### config.mk
export PLATFORM = sky130hd
export DESIGN_NAME = multicycle_divider
export DESIGN_NICKNAME = d
export VERILOG_FILES = /design/src/rtl/div_pkg.sv /design/src/rtl/div_step.sv /design/src/rtl/multicycle_divider.sv
export SDC_FILE = /design/constraint.sdc
export NUM_CORES = 1
export LEC_CHECK = 0
export CAP_MARGIN = 20
export CORE_MARGIN = 4
export CORE_UTILIZATION = 59
export DETAILED_ROUTE_END_ITERATION = 8
export GPL_ROUTABILITY_DRIVEN = 0
export PLACE_DENSITY = 0.86
export SLEW_MARGIN = 20
export SYNTH_ARGS = -nofsm -noshare
export SYNTH_HDL_FRONTEND = slang
export SYNTH_SLANG_ARGS = --single-unit
### constraint.sdc
create_clock -name clk -period 11.85 [get_ports clk]
set_input_delay 1.7775 -clock clk [delete_from_list [all_inputs] [get_ports clk]]
set_output_delay 1.7775 -clock clk [all_outputs]
set_load 0.02 [all_outputs]
### src/rtl/div_pkg.sv
// Shared types and constants for the multicycle divider: state encoding, widths, sign helper.
package div_pkg;

  localparam int unsigned DIV_WIDTH = 32;
  localparam int unsigned DIV_ITERS = 32;
  localparam int unsigned CNT_WIDTH = $clog2(DIV_ITERS);

  typedef enum logic [1:0] {
    IDLE = 2'd0,
    CALC = 2'd1,
    FIX  = 2'd2,
    DONE = 2'd3
  } div_state_e;

  // Two's complement negate when neg is set; 0x80000000 maps to itself (wrap-around).
  function automatic logic [DIV_WIDTH-1:0] cond_negate(input logic [DIV_WIDTH-1:0] val,
                                                       input logic                 neg);
    return neg ? (~val + 1'b1) : val;
  endfunction

endpackage

### src/rtl/div_step.sv
// One combinational restoring-division step: shift in the next dividend bit, trial-subtract.
module div_step
  import div_pkg::*;
(
  input  logic [DIV_WIDTH-1:0] part_rem,
  input  logic                 dvd_bit,
  input  logic [DIV_WIDTH-1:0] dvsr,
  output logic [DIV_WIDTH-1:0] next_rem,
  output logic                 q_bit
);

  logic [DIV_WIDTH:0] shifted;
  logic [DIV_WIDTH:0] diff;

  // part_rem < dvsr always holds, so bit DIV_WIDTH of diff is a clean borrow flag.
  always_comb begin
    shifted  = {part_rem, dvd_bit};
    diff     = shifted - {1'b0, dvsr};
    q_bit    = ~diff[DIV_WIDTH];
    next_rem = q_bit ? diff[DIV_WIDTH-1:0] : shifted[DIV_WIDTH-1:0];
  end

endmodule

### src/rtl/multicycle_divider.sv
// Iterative 32-bit restoring divider (IDLE -> CALC x32 -> FIX -> DONE), 34-cycle latency.
// Signed DIV support is enabled by defining MULTICYCLE_DIVIDER_SIGNED_EN; otherwise all divides are DIVU.
module multicycle_divider
  import div_pkg::*;
(
  input  logic                 clk,
  input  logic                 rst,
  input  logic                 start_div,
  input  logic                 signed_div,
  input  logic [DIV_WIDTH-1:0] dividend,
  input  logic [DIV_WIDTH-1:0] divisor,
  input  logic                 flush,
  output logic [DIV_WIDTH-1:0] quotient,
  output logic [DIV_WIDTH-1:0] remainder,
  output logic                 done_div,
  output logic                 busy,
  output logic                 DivByZero
);

  div_state_e           state_q, state_d;
  logic [CNT_WIDTH-1:0] count_q, count_d;
  logic [DIV_WIDTH-1:0] prem_q, prem_d;
  logic [DIV_WIDTH-1:0] qacc_q, qacc_d;
  logic [DIV_WIDTH-1:0] dvsr_q, dvsr_d;
  logic [DIV_WIDTH-1:0] quotient_q, quotient_d;
  logic [DIV_WIDTH-1:0] remainder_q, remainder_d;
  logic                 neg_quo_q, neg_quo_d;
  logic                 neg_rem_q, neg_rem_d;
  logic                 dbz_q, dbz_d;

  logic                 sgn_mode;
  logic                 dvd_neg, dvs_neg;
  logic [DIV_WIDTH-1:0] step_rem;
  logic                 step_bit;

`ifdef MULTICYCLE_DIVIDER_SIGNED_EN
  assign sgn_mode = signed_div;
`else
  logic unused_signed_div;
  assign unused_signed_div = signed_div;
  assign sgn_mode          = 1'b0;
`endif

  div_step u_div_step (
    .part_rem (prem_q),
    .dvd_bit  (qacc_q[DIV_WIDTH-1]),
    .dvsr     (dvsr_q),
    .next_rem (step_rem),
    .q_bit    (step_bit)
  );

  always_comb begin
    state_d     = state_q;
    count_d     = count_q;
    prem_d      = prem_q;
    qacc_d      = qacc_q;
    dvsr_d      = dvsr_q;
    quotient_d  = quotient_q;
    remainder_d = remainder_q;
    neg_quo_d   = neg_quo_q;
    neg_rem_d   = neg_rem_q;
    dbz_d       = dbz_q;
    dvd_neg     = sgn_mode & dividend[DIV_WIDTH-1];
    dvs_neg     = sgn_mode & divisor[DIV_WIDTH-1];

    unique case (state_q)
      IDLE: begin
        if (start_div) begin
          if (divisor == '0) begin
            dbz_d   = 1'b1;
            state_d = DONE;
          end else begin
            dbz_d     = 1'b0;
            state_d   = CALC;
            count_d   = CNT_WIDTH'(DIV_ITERS - 1);
            prem_d    = '0;
            qacc_d    = cond_negate(dividend, dvd_neg);
            dvsr_d    = cond_negate(divisor, dvs_neg);
            neg_quo_d = dvd_neg ^ dvs_neg;
            neg_rem_d = dvd_neg;
          end
        end
      end
      CALC: begin
        prem_d  = step_rem;
        qacc_d  = {qacc_q[DIV_WIDTH-2:0], step_bit};
        count_d = count_q - 1'b1;
        if (count_q == '0) begin
          state_d = FIX;
        end
      end
      FIX: begin
        quotient_d  = cond_negate(qacc_q, neg_quo_q);
        remainder_d = cond_negate(prem_q, neg_rem_q);
        state_d     = DONE;
      end
      DONE: begin
        state_d = IDLE;
      end
      default: begin
        state_d = IDLE;
      end
    endcase

    // Flush wins over everything, including a same-cycle start request or a pending FIX write.
    if (flush) begin
      state_d     = IDLE;
      quotient_d  = quotient_q;
      remainder_d = remainder_q;
    end
  end

  always_ff @(posedge clk or posedge rst) begin
    if (rst) begin
      state_q     <= IDLE;
      count_q     <= '0;
      prem_q      <= '0;
      qacc_q      <= '0;
      dvsr_q      <= '0;
      quotient_q  <= '0;
      remainder_q <= '0;
      neg_quo_q   <= 1'b0;
      neg_rem_q   <= 1'b0;
      dbz_q       <= 1'b0;
    end else begin
      state_q     <= state_d;
      count_q     <= count_d;
      prem_q      <= prem_d;
      qacc_q      <= qacc_d;
      dvsr_q      <= dvsr_d;
      quotient_q  <= quotient_d;
      remainder_q <= remainder_d;
      neg_quo_q   <= neg_quo_d;
      neg_rem_q   <= neg_rem_d;
      dbz_q       <= dbz_d;
    end
  end

  assign quotient  = quotient_q;
  assign remainder = remainder_q;
  assign busy      = (state_q != IDLE);
  assign done_div  = (state_q == DONE);
  assign DivByZero = done_div & dbz_q;

endmodule

==> flow_metrics.py <==
metrics = {
    "routing": {
        "drt_first_pass_iters": 6,
        "wl_per_cell_um": 18.3,
        "dr_total_vias": 6901,
        "ant_nets": 0,
        "vias_per_cell": 5.91,
        "drt_iter0_markers": 577,
        "wl_mm": 21.4,
        "post-route-drc-count": 0,
    },
    "cts": {
        "htreeDepth": 4,
        "cts_resized": 0,
        "post-cts-setup-buffers": 0,
        "root_buffer": "clkbuf_16",
        "clk_latency_ns": 0.43,
        "clk_path_buf_depth": 2,
        "cts_buffers": 17,
        "tritoncts": "done",
        "path_clk_slew_ns": 0.06,
        "holdBufCountCts": 0,
        "cts.sinks": 168,
    },
    "logic_synthesis": {
        "ys_seq_area_share_pct": 46.9,
        "yosys.area.top_type": "dfrtp_1",
        "synth_common_cells": "168 x dfrtp_1, 94 x mux2_2, 92 x nand2_1, 61 x o21ai_0, 55 x mux2i_1",
        "ys_ff_latch": 168,
        "synthTopCellsByArea": "dfrtp_1 47%, mux2_2 12%, mux2i_1 6.1%",
        "ys.flop_type": "dfrtp_1",
        "avgSynthCellArea_um2": 10.5,
        "synth_top_area_share_pct": 46.9,
        "synth_area_um2": 8960,
        "synth_cells": 852,
        "synth.yosys.warnings": 0,
        "synth_most_common_cell": "dfrtp_1",
        "async_reset_ff_share_pct": 100,
        "ys_types": 64,
        "syn-num-nets": 960,
        "synth_enable_flop_cells": 0,
    },
    "floorplan": {
        "die_area_um2": 17200,
        "initial_core_util_pct": 61.0,
        "die_y_um": 131,
        "core_um2": 14700,
        "io_pins": 136,
        "rows": 44,
        "die_w_um": 131,
    },
    "sta": {
        "final-max-slew-violation-count": 0,
        "slew_headroom_pct": 38.7,
        "fmax_ghz": 0.198,
        "fin_crit_sh_pct": 42.7,
        "setup-violations-final": 0,
        "fin_tns_setup_ns": 0,
        "finalHoldViolCount": 0,
        "fin_skew_ns": 0.00700,
        "tightest_slew_ns": 0.919,
        "timing.hold.ws_ns": 0.497,
        "period_minus_slack_ns": 5.06,
        "rsz0062_at_grt": "false",
    },
    "setup_path": {
        "cp_common_cell": "nand4_1",
        "end_kind": "flop",
        "cp-startpoint": "divisor[25]",
        "rrSetupSlack_ns": 7.91,
        "cp-start-kind": "input pin",
        "worstPathRequired_ns": 12.15,
        "critPathMaxStageDelay_ns": 0.74,
        "critPathKind": "in -> reg",
        "path_delay_family": "simple AND/OR/NAND/NOR gates",
        "r2r-start": "qacc_q[31]",
        "path_cells": "clkdlybuf4s50_1 -> nor4_1 -> nand4_1 -> nor2_1 -> or2_2 -> a21boi_4 -> buf_4 -> nor4b_1 -> o211ai_1 -> nand4_1",
        "critPathArrivalTime_ns": 5.36,
        "critPathMaxFanout": 96,
        "slowest_stage": "or2_2",
        "crit_buf_inv": 2,
    },
    "grt": {
        "overflow": 0,
        "grt_pass1_wl_mm": 35.4,
        "antenna_found_initial": 0,
        "grt_use_total_pct": 25.1,
        "grt_max_degree": 100,
        "grt_pass1_vias": 6970,
    },
    "power": {
        "p_per_area_nw_per_um2": 229,
        "leakage_nw": 4.99,
        "peakVddDrop_v": 0.000174,
    },
    "flow_run": {
        "drv_cap": 0,
    },
    "cells_and_area": {
        "drive_gt1_share_pct": 14.9,
        "insertedDiodeCount": 0,
        "fillers": 945,
        "area_growth_pct": 24.0,
        "final_nets": 1079,
    },
    "worst_hold_path": {
        "worstHoldStart": "quotient[31]",
        "hp-class": "reg -> reg",
    },
    "placement": {
        "port_buffers": 134,
        "hpwl_mm": 14.2,
    },
    "run_status": {
        "status": "complete, no violations",
    },
}
-- cells in the final DEF, fill, tap and decap left out, drive strengths merged, types with 7 or more instances in the layout --
master         Yosys  final
a21o               9      9
a21oi             42     42
buf               15      7
clkbuf            26     17
clkdlybuf4s50      0    134
dfrtp            168    168
ha                38     38
inv               48     53
mux2              94     94
mux2i             55     55
nand2             92     92
nand3             17     17
nand4             10     10
nor2              39     39
nor4              10     10
o21ai             83     83
o31ai              7      7
xnor2             11     11
xor2              15     15
-- layout make-up --
type / count / area (um^2) / area share (%)
Timing Repair Buffer: 141 / 1400 / 12.6
Clock buffer: 17 / 425 / 3.83
Inverter: 48 / 185 / 1.67
Sequential cell: 168 / 4200 / 37.8
Tap cell: 184 / 230 / 2.07
Multi-Input combinational cell: 595 / 4430 / 39.8
Clock inverter: 15 / 239 / 2.15
-- worst min-delay path, delay by kind of cell (launching register included) --
kind / cells / cell delay, ns
flip-flops: 1 / 0.34
AO/OA/AOI/OAI: 1 / 0.07
AND/OR/NAND/NOR: 1 / 0.05
-- cells by family (layout without fill, tap and decap cells) --
| kind of cell | after synthesis | in the layout | share of synthesized area, % |
|---|---|---|---|
| AOI/OAI and AO/OA | 185 | 185 | 12.9 |
| DFF | 168 | 168 | 46.9 |
| and+or+nand+nor | 196 | 196 | 9.90 |
| adders and majority gates | 39 | 39 | 5.53 |
| muxes | 149 | 149 | 18.0 |
| xor gates and xnor gates | 26 | 26 | 2.83 |
| buffers and inverters | 89 | 221 | 3.99 |
-- layer usage --
layer  global-route usage (%)  wire, um  up-vias
li1                         -         -     3255
met1                     32.5      9320     3371
met2                     42.3     10400      235
met3                     5.96      1140       40
met4                     7.88       470        0
met5                        0         0        -
-- registers in the layout (all words and copies together), names as in the netlist --
signal / flops
prem_q: 32
dvsr_q: 32
count_q: 5
qacc_q: 32
state_q: 2
quotient: 32
dbz_q: 1
remainder: 32
-- worst paths after layout --
kind / cells past startpoint / end
setup / recovery: 10 / prem_q[31]
hold / removal: 2 / quotient[31]
setup reg to reg: 14 / prem_q[24]
hold reg to reg: 2 / quotient[31]
max in group asynchronous: 3 / prem_q[17]
min in group asynchronous: 2 / remainder[28]
-- report_power, final --
part	leakage [nW]	internal [mW]	switching, mW
sequential	2.15	0.754	0.113
clock	0.315	0.379	0.244
combinational	2.53	0.458	0.596
total	4.99	1.59	0.953
-- stage by stage --
stage	instances	util, %	total power [mW]	worst slack, ns	instance area, um^2
5_1_grt	1168	75.6	2.69	6.57	11100
3_5_place_dp	1135	71.0	1.90	6.19	10400
4_1_cts	1167	75.5	2.54	6.58	11100
6_report	1168	75.6	2.54	6.79	11100
2_1_floorplan	852	-	1.58	5.53	8960
3_3_place_gp	1135	71.0	1.86	6.24	10400
Note: power is estimated with default switching activity, not from simulation.
